[src/rtl/icache_refill_controller_pkg.sv]
// Shared refill types: FSM states, line geometry constants and beat index type.
package ICacheRefillTypes;

   typedef enum logic [1:0] {
      IDLE = 2'd0,
      REQ  = 2'd1,
      FILL = 2'd2,
      TAG  = 2'd3
   } RefillState;

   localparam int ICACHE_LINE_WORDS            = 8;
   localparam int ICACHE_WORD_BYTES            = 4;
   localparam int ICACHE_LINE_OFFSET_BIT_WIDTH = $clog2(ICACHE_LINE_WORDS * ICACHE_WORD_BYTES);

   typedef logic [$clog2(ICACHE_LINE_WORDS)-1:0] RefillBeatIndexPath;

endpackage

[src/rtl/icache_refill_controller_if.sv]
// Memory-side port of the refill controller: one line request, then in-order beats
// that the controller must always accept (no response backpressure).
interface icache_refill_controller_if #(
   parameter int ADDR_WIDTH = 32,
   parameter int DATA_WIDTH = 32
);
   logic                  memReqValid;
   logic                  memReqReady;
   logic [ADDR_WIDTH-1:0] memReqAddr;
   logic                  memRspValid;
   logic [DATA_WIDTH-1:0] memRspData;

   modport master (
      output memReqValid,
      output memReqAddr,
      input  memReqReady,
      input  memRspValid,
      input  memRspData
   );

   modport slave (
      input  memReqValid,
      input  memReqAddr,
      output memReqReady,
      output memRspValid,
      output memRspData
   );
endinterface

[src/rtl/icache_refill_controller.sv]
// I-cache line refill sequencer: miss -> request -> LINE_WORDS beats -> tag write + done pulse.
// Miss to done is LINE_WORDS+2 cycles with no stalls; request waits on memReqReady, beats are never backpressured.
module icache_refill_controller
   import ICacheRefillTypes::*;
#(
   parameter int ADDR_WIDTH = 32,
   parameter int DATA_WIDTH = 32,
   parameter int LINE_WORDS = ICACHE_LINE_WORDS
) (
   input  logic                    clk,
   input  logic                    rst,
   input  logic                    icMiss,
   input  logic [ADDR_WIDTH-1:0]   icMissAddr,
   input  logic                    flush,
   output logic                    icStall,
   output logic                    refillDone,
   icache_refill_controller_if.master mem,
   output logic                    fillWE,
   output logic [ADDR_WIDTH-1:0]   fillAddr,
   output logic [DATA_WIDTH-1:0]   fillData,
   output logic                    tagWE,
   output logic [ADDR_WIDTH-1:0]   tagAddr
);

   localparam int WORD_BYTES = DATA_WIDTH / 8;
   localparam int WORD_SHIFT = $clog2(WORD_BYTES);
   localparam int BEAT_W     = $clog2(LINE_WORDS);
   localparam logic [ADDR_WIDTH-1:0] LINE_MASK = ~ADDR_WIDTH'(LINE_WORDS * WORD_BYTES - 1);

   RefillState            state;
   RefillState            state_next;
   logic [BEAT_W-1:0]     beat_cnt;
   logic [ADDR_WIDTH-1:0] line_addr;
   logic                  dropped;
   logic                  last_beat;
   logic                  accept_miss;

   assign last_beat   = (beat_cnt == BEAT_W'(LINE_WORDS - 1));
   assign accept_miss = icMiss && !flush;

   // State register plus the per-refill bookkeeping that rides along with it.
   always_ff @(posedge clk) begin
      if (!rst) begin
         state     <= IDLE;
         beat_cnt  <= '0;
         dropped   <= 1'b0;
         line_addr <= '0;
         icStall   <= 1'b0;
      end else begin
         state   <= state_next;
         icStall <= (state_next != IDLE);
         case (state)
            IDLE: begin
               if (accept_miss) begin
                  line_addr <= icMissAddr & LINE_MASK;
                  dropped   <= 1'b0;
               end
            end
            REQ: begin
               if (mem.memReqReady) begin
                  beat_cnt <= '0;
                  dropped  <= flush;
               end
            end
            FILL: begin
               if (mem.memRspValid) begin
                  beat_cnt <= beat_cnt + BEAT_W'(1);
               end
               if (flush) begin
                  dropped <= 1'b1;
               end
            end
            default: begin
            end
         endcase
      end
   end

   // A flush in REQ only withdraws the request if memory has not taken it yet;
   // once accepted, the line is drained and installed but not replayed.
   always_comb begin
      state_next = state;
      case (state)
         IDLE: if (accept_miss) state_next = REQ;
         REQ: begin
            if (mem.memReqReady) begin
               state_next = FILL;
            end else if (flush) begin
               state_next = IDLE;
            end
         end
         FILL: if (mem.memRspValid && last_beat) state_next = TAG;
         TAG:     state_next = IDLE;
         default: state_next = IDLE;
      endcase
   end

   always_comb begin
      mem.memReqValid = 1'b0;
      mem.memReqAddr  = '0;
      fillWE          = 1'b0;
      fillAddr        = '0;
      fillData        = '0;
      tagWE           = 1'b0;
      tagAddr         = '0;
      refillDone      = 1'b0;
      case (state)
         REQ: begin
            mem.memReqValid = 1'b1;
            mem.memReqAddr  = line_addr;
         end
         FILL: begin
            fillWE   = mem.memRspValid;
            fillAddr = line_addr + (ADDR_WIDTH'(beat_cnt) << WORD_SHIFT);
            fillData = mem.memRspData;
         end
         TAG: begin
            tagWE      = 1'b1;
            tagAddr    = line_addr;
            refillDone = !dropped && !flush;
         end
         default: begin
         end
      endcase
   end

   stray_rsp_beat: assert property (@(posedge clk) disable iff (!rst)
                                    !(mem.memRspValid && state != FILL))
      else $warning("memRspValid outside FILL ignored (protocol violation)");

endmodule

[src/flat_wrapper.sv]
// flat-port wrapper written by rule: the top's interface ports become plain ports
module icache_refill_controller_flat import ICacheRefillTypes::*;
#(
   parameter int ADDR_WIDTH = 32,
   parameter int DATA_WIDTH = 32,
   parameter int LINE_WORDS = ICACHE_LINE_WORDS
)
  (clk, rst, icMiss, icMissAddr, flush, icStall, refillDone, fillWE, fillAddr, fillData, tagWE, tagAddr, mem_memReqValid, mem_memReqAddr, mem_memReqReady, mem_memRspValid, mem_memRspData);
  icache_refill_controller_if #(.ADDR_WIDTH(ADDR_WIDTH), .DATA_WIDTH(DATA_WIDTH)) mem_i ();
  input  logic clk;
  input  logic rst;
  input  logic icMiss;
  input  logic [ADDR_WIDTH-1:0] icMissAddr;
  input  logic flush;
  output logic icStall;
  output logic refillDone;
  output logic fillWE;
  output logic [ADDR_WIDTH-1:0] fillAddr;
  output logic [DATA_WIDTH-1:0] fillData;
  output logic tagWE;
  output logic [ADDR_WIDTH-1:0] tagAddr;
  output wire logic [$bits(mem_i.memReqValid)-1:0] mem_memReqValid;
  output wire logic [$bits(mem_i.memReqAddr)-1:0] mem_memReqAddr;
  input wire logic [$bits(mem_i.memReqReady)-1:0] mem_memReqReady;
  input wire logic [$bits(mem_i.memRspValid)-1:0] mem_memRspValid;
  input wire logic [$bits(mem_i.memRspData)-1:0] mem_memRspData;
  assign mem_memReqValid = mem_i.memReqValid;
  assign mem_memReqAddr = mem_i.memReqAddr;
  assign mem_i.memReqReady = mem_memReqReady;
  assign mem_i.memRspValid = mem_memRspValid;
  assign mem_i.memRspData = mem_memRspData;
  icache_refill_controller #(.ADDR_WIDTH(ADDR_WIDTH), .DATA_WIDTH(DATA_WIDTH), .LINE_WORDS(LINE_WORDS)) u_core (.clk(clk), .rst(rst), .icMiss(icMiss), .icMissAddr(icMissAddr), .flush(flush), .icStall(icStall), .refillDone(refillDone), .mem(mem_i), .fillWE(fillWE), .fillAddr(fillAddr), .fillData(fillData), .tagWE(tagWE), .tagAddr(tagAddr));
endmodule
[config.mk]
export PLATFORM = sky130hd
export DESIGN_NAME = icache_refill_controller_flat
export DESIGN_NICKNAME = d
export VERILOG_FILES = /design/src/rtl/icache_refill_controller_pkg.sv /design/src/rtl/icache_refill_controller_if.sv /design/src/rtl/icache_refill_controller.sv /design/src/flat_wrapper.sv
export SDC_FILE = /design/constraint.sdc
export NUM_CORES = 1
export LEC_CHECK = 0
export CAP_MARGIN = 10
export CORE_ASPECT_RATIO = 1.75
export CORE_UTILIZATION = 35
export DETAILED_ROUTE_END_ITERATION = 8
export GPL_TIMING_DRIVEN = 0
export PLACE_DENSITY = 0.91
export SYNTH_ARGS = -nofsm -noshare
export SYNTH_HDL_FRONTEND = slang
export SYNTH_SLANG_ARGS = --single-unit
[constraint.sdc]
create_clock -name clk -period 5.1 [get_ports clk]
set_input_delay 1.53 -clock clk [delete_from_list [all_inputs] [get_ports clk]]
set_output_delay 1.53 -clock clk [all_outputs]
set_load 0.01 [all_outputs]
== Yosys cells after proc, flatten, opt, wreduce, memory -nomap -nowiden ==
Index checks and enable logic that the tools add are counted.
Widths: inputs -> output; s select.

* Bits in registers: 34
* Input port bits: 70
* Output and inout bits: 133
* Logic and storage cells: 47

* Add/subtract/negate cells: 2
* Equal/unequal tests: 8
* Muxes and demuxes: 20
* Reduce and logical (&&, ||, !) cells: 12

{| class="wikitable"
|+ Operator list
! cell !! number
|-
| $mux 32 || 4
|-
| $add 32x5->32 || 1
|-
| $mux 2 || 4
|-
| $pmux 2 s4 || 1
|-
| $mux 1 || 7
|-
| $mux 3 || 2
|-
| $ne 2x2->1 const B || 3
|-
| $pmux 3 s2 || 1
|-
| $eq 2x2->1 const B || 2
|-
| $reduce_and 4->1 || 1
|-
| $reduce_bool 2->1 || 2
|-
| $add 3x1->3 const B || 1
|-
| $eq 3x3->1 const B || 1
|-
| $logic_and 1x1->1 || 3
|-
| $pmux 1 s3 || 1
|-
| $reduce_and 3->1 || 1
|-
| $reduce_bool 3->1 || 1
|-
| $eq 2x1->1 const B || 1
|-
| $logic_not 1->1 || 2
|-
| $logic_not 2->1 || 1
|-
| $ne 2x1->1 const B || 1
|-
| $reduce_and 2->1 || 1
|}

== Depth between registers and ports, before layout ==
* Word-level depth: 5
* Gate-level depth with buffers: 7
* Gate-level depth less buffers: 5

== Least setup slack after synthesis ==
No wires, ideal clock.

* Path type: input -> output
* From: input port flush
* To: output port refillDone
* Data arrival time: 1.839 ns
* Required time: 3.570 ns
* Setup slack: 1.731 ns
* Stages: 1
* Path buffers: 0
* Path through: nor3b_1

* Word-level cells in the longest chain between the ends: 3

{| class="wikitable"
|+ RTL lines
! item !! line !! RTL
|-
| start: declaration || flat_wrapper.sv:14 || <nowiki>input logic flush;</nowiki>
|-
| $logic_not 1->1 || icache_refill_controller.sv:120 || <nowiki>refillDone = !dropped && !flush;</nowiki>
|-
| $logic_and 1x1->1 || icache_refill_controller.sv:120 ||
|-
| $mux 1 || icache_refill_controller.sv:107 || <nowiki>case (state)</nowiki>
|-
| end: declaration || flat_wrapper.sv:16 || <nowiki>output logic refillDone;</nowiki>
|}

Every way passes these cells.

== Worst setup path after layout ==
Ends and elaborated chain as after synthesis.

==> reports/results.tsv <==
stage	metric	value	unit
logic_synthesis	yosys-top-cells-area	and2_1 (30%), dfxtp_1 (28%), a21boi_2 (9.2%), nand2_1 (8.6%), buf_4 (3.7%)	
status	outcome	complete, no violations	
power	power_density	185.8	nW/um2
final_layout	drive_gt1_frac	0.09357	
power	leakagePower	0.001806	uW
clocking	clock_path_buffers	2	
placement	dp_cells	588	
timing	finalClockSkew	0.003773	ns
clocking	cts_hold_buf	0	
die	die_h	112.4	um
final_layout	fillers	553	
clocking	cts_resized	0	
die	die_area	7311	um2
grt	grt.overflow.total	0	
placement	gp_congestion	0.7789	
critical_path	crit_path_end_kind	output port	
final_layout	multi_input_area	1585	um2
final_layout	layout_commonest_cell	clkdlybuf4s50_1	
clocking	cts-root-buf	clkbuf_16	
power	internal_power	640.2	uW
clocking	htree_levels	2	
final_layout	final_cells	595	
timing	fin_crit_sh	0.8702	
power	clkPwrFrac	0.403	
logic_synthesis	synth_top_area_frac	0.3005	
logic_synthesis	yosysUniqueCellTypes	32	
grt	antenna_found_initial	0	
power	sw_frac_of_total	0.2508	
power	vdd_drop_max	0.1860	mV
grt	grt_max_degree	12	
critical_path	arrival	2.91	ns
clocking	cts_sinks	34	
detailed_routing	firstDrtPassIters	4	
logic_synthesis	syn-cell-area	2436	um2
final_layout	area_growth	88.85	%
placement	place_area	4432	um2
clocking	tritoncts	done	
clocking	numCtsBuffers	5	
power	switching_power	214.3	uW
detailed_routing	first_iter_violations	117	
power	power_frac_seq	0.348	
critical_path	crit_fanout	8	
clocking	post-cts-setup-buffers	0	
clocking	insertion_delay	0.27	ns
grt	grt_pass1_vias	2823	
final_layout	final_cell_mix	clkdlybuf4s50_1 (185), and2_1 (117), nand2_1 (56)	
detailed_routing	drt-total-wl	8491	um
detailed_routing	postRouteAntennaNets	0	
timing	drv_slew	0	
die	io_pins	203	
logic_synthesis	yosys_warnings	0	
logic_synthesis	synth_edf_count	0	
detailed_routing	wl_per_cell	14.27	um
timing	hold_violations	0	
timing	setup_tns	0	ns
final_layout	layout.nets	589	
placement	numPortBuffers	185	
logic_synthesis	synth_seq_area_share	0.2794	
final_layout	diodes	0	
timing	setup_viol	0	
detailed_routing	drc_errors	0	
critical_path	critPathKind	in -> out	
placement	hpwlAfterDp	6925	um
critical_path	r2r_setup_slack	3.35	ns
power	p_total	854.6	uW
clocking	clk_pin_slew	0.05	ns
timing	layout_min_cycle_time	4.438	ns
worst_hold_path	worstHoldPathType	reg -> reg	
timing	rsz0062_at_grt	false	
detailed_routing	num_vias	2750	
detailed_routing	post_drt_via_cell_ratio	4.622	
die	initial_utilization	0.3671	
timing	fmax	225.3	MHz
grt	grt_pass1_wl	12940	um
critical_path	start_kind	input pin	
grt	grt.total_usage	0.2261	
logic_synthesis	synthFlopType	dfxtp_1	
logic_synthesis	synth-seq-cells	34	
die	die-width	65.07	um
die	core_area	6636	um2
critical_path	crit_required	3.57	ns
power	p_comb_frac	0.249	
logic_synthesis	syn_area_per_cell	7.858	um2
die	rows	39	
final_layout	finish.instance_area	4601	um2
flow_run	drv_cap	0	
logic_synthesis	yosys.area.top_type	and2_1	
logic_synthesis	syn_inst	310	
final_layout	regArea	680.7	um2
logic_synthesis	async_flop_share	0	
[sequential cells by signal (all words and copies together), names as in the netlist]
name,cells
u_core.beat_cnt,3
u_core.dropped,1
u_core.line_addr,27
u_core.state,2
u_core.icStall,1
[logic make-up after synthesis]
kind of cell,after synthesis,share of synthesized area
and+or+nand+nor,188,0.4330
AOI/OAI and AO/OA,42,0.1602
buffers and inverters,37,0.08680
DFF,34,0.2794
adders and majority gates,6,0.03082
muxes,2,0.008218
other,1,0.001539
[layout make-up]
class | count | area share
Inverter | 4 | 0.003264
Clock inverter | 1 | 0.006527
Tap cell | 82 | 0.02230
Sequential cell | 34 | 0.1479
Clock buffer | 6 | 0.03019
Timing Repair Buffer | 185 | 0.4025
Multi-Input combinational cell | 250 | 0.3446
Buffer | 33 | 0.04270
[cell usage after synthesis, types with 2 or more instances]
master / number
inv_1: 4
and2_1: 117
a21boi_2: 20
nand4_1: 2
dfxtp_1: 34
ha_1: 6
nand2_1: 56
buf_6: 3
o21ai_0: 3
buf_2: 4
nand3_1: 2
buf_4: 12
clkbuf_1: 14
nand2b_1: 2
a21boi_0: 10
a21o_1: 3
mux2i_1: 2
nor2b_1: 2
[critical path, cell delays in order]
cell             delay (ns)
clkdlybuf4s50_1        0.54
nor3b_1                0.25
clkdlybuf4s50_1        0.59
[final timing paths]
kind,end,cells after the start,from
max,refillDone,3,flush
min,u_core.dropped,2,u_core.dropped
max reg2reg,u_core.icStall,5,u_core.state[1]
min reg2reg,u_core.dropped,2,u_core.dropped
[power by group through the flow]
stage	Clock (uW)	Sequential (uW)	Combinational, uW
after floorplan	0	298	106
after global placement	0	302	208
after detailed placement	0	303	213
after CTS	352	297	214
after global routing	363	300	231
final	345	297	213
[per-stage QoR]
step | util | hold WS [ns] | setup WS, ns
2_1_floorplan | - | 0.4352 | 1.731
3_3_place_gp | 0.6678 | 0.4486 | 0.6881
3_5_place_dp | 0.6678 | 0.4535 | 0.6826
4_1_cts | 0.6933 | 0.4627 | 0.6605
5_1_grt | 0.6933 | 0.4965 | 0.5682
6_report | 0.6933 | 0.4612 | 0.6622
[routing by layer]
metal,track usage,vias to the layer above,routed length [um]
met3,0.05081,14,749
met4,0.07681,0,211
met5,0,-,0
li1,-,1360,-
met1,0.1980,1226,2790
met2,0.4701,150,4740
Note: power is estimated with default switching activity, not from simulation.
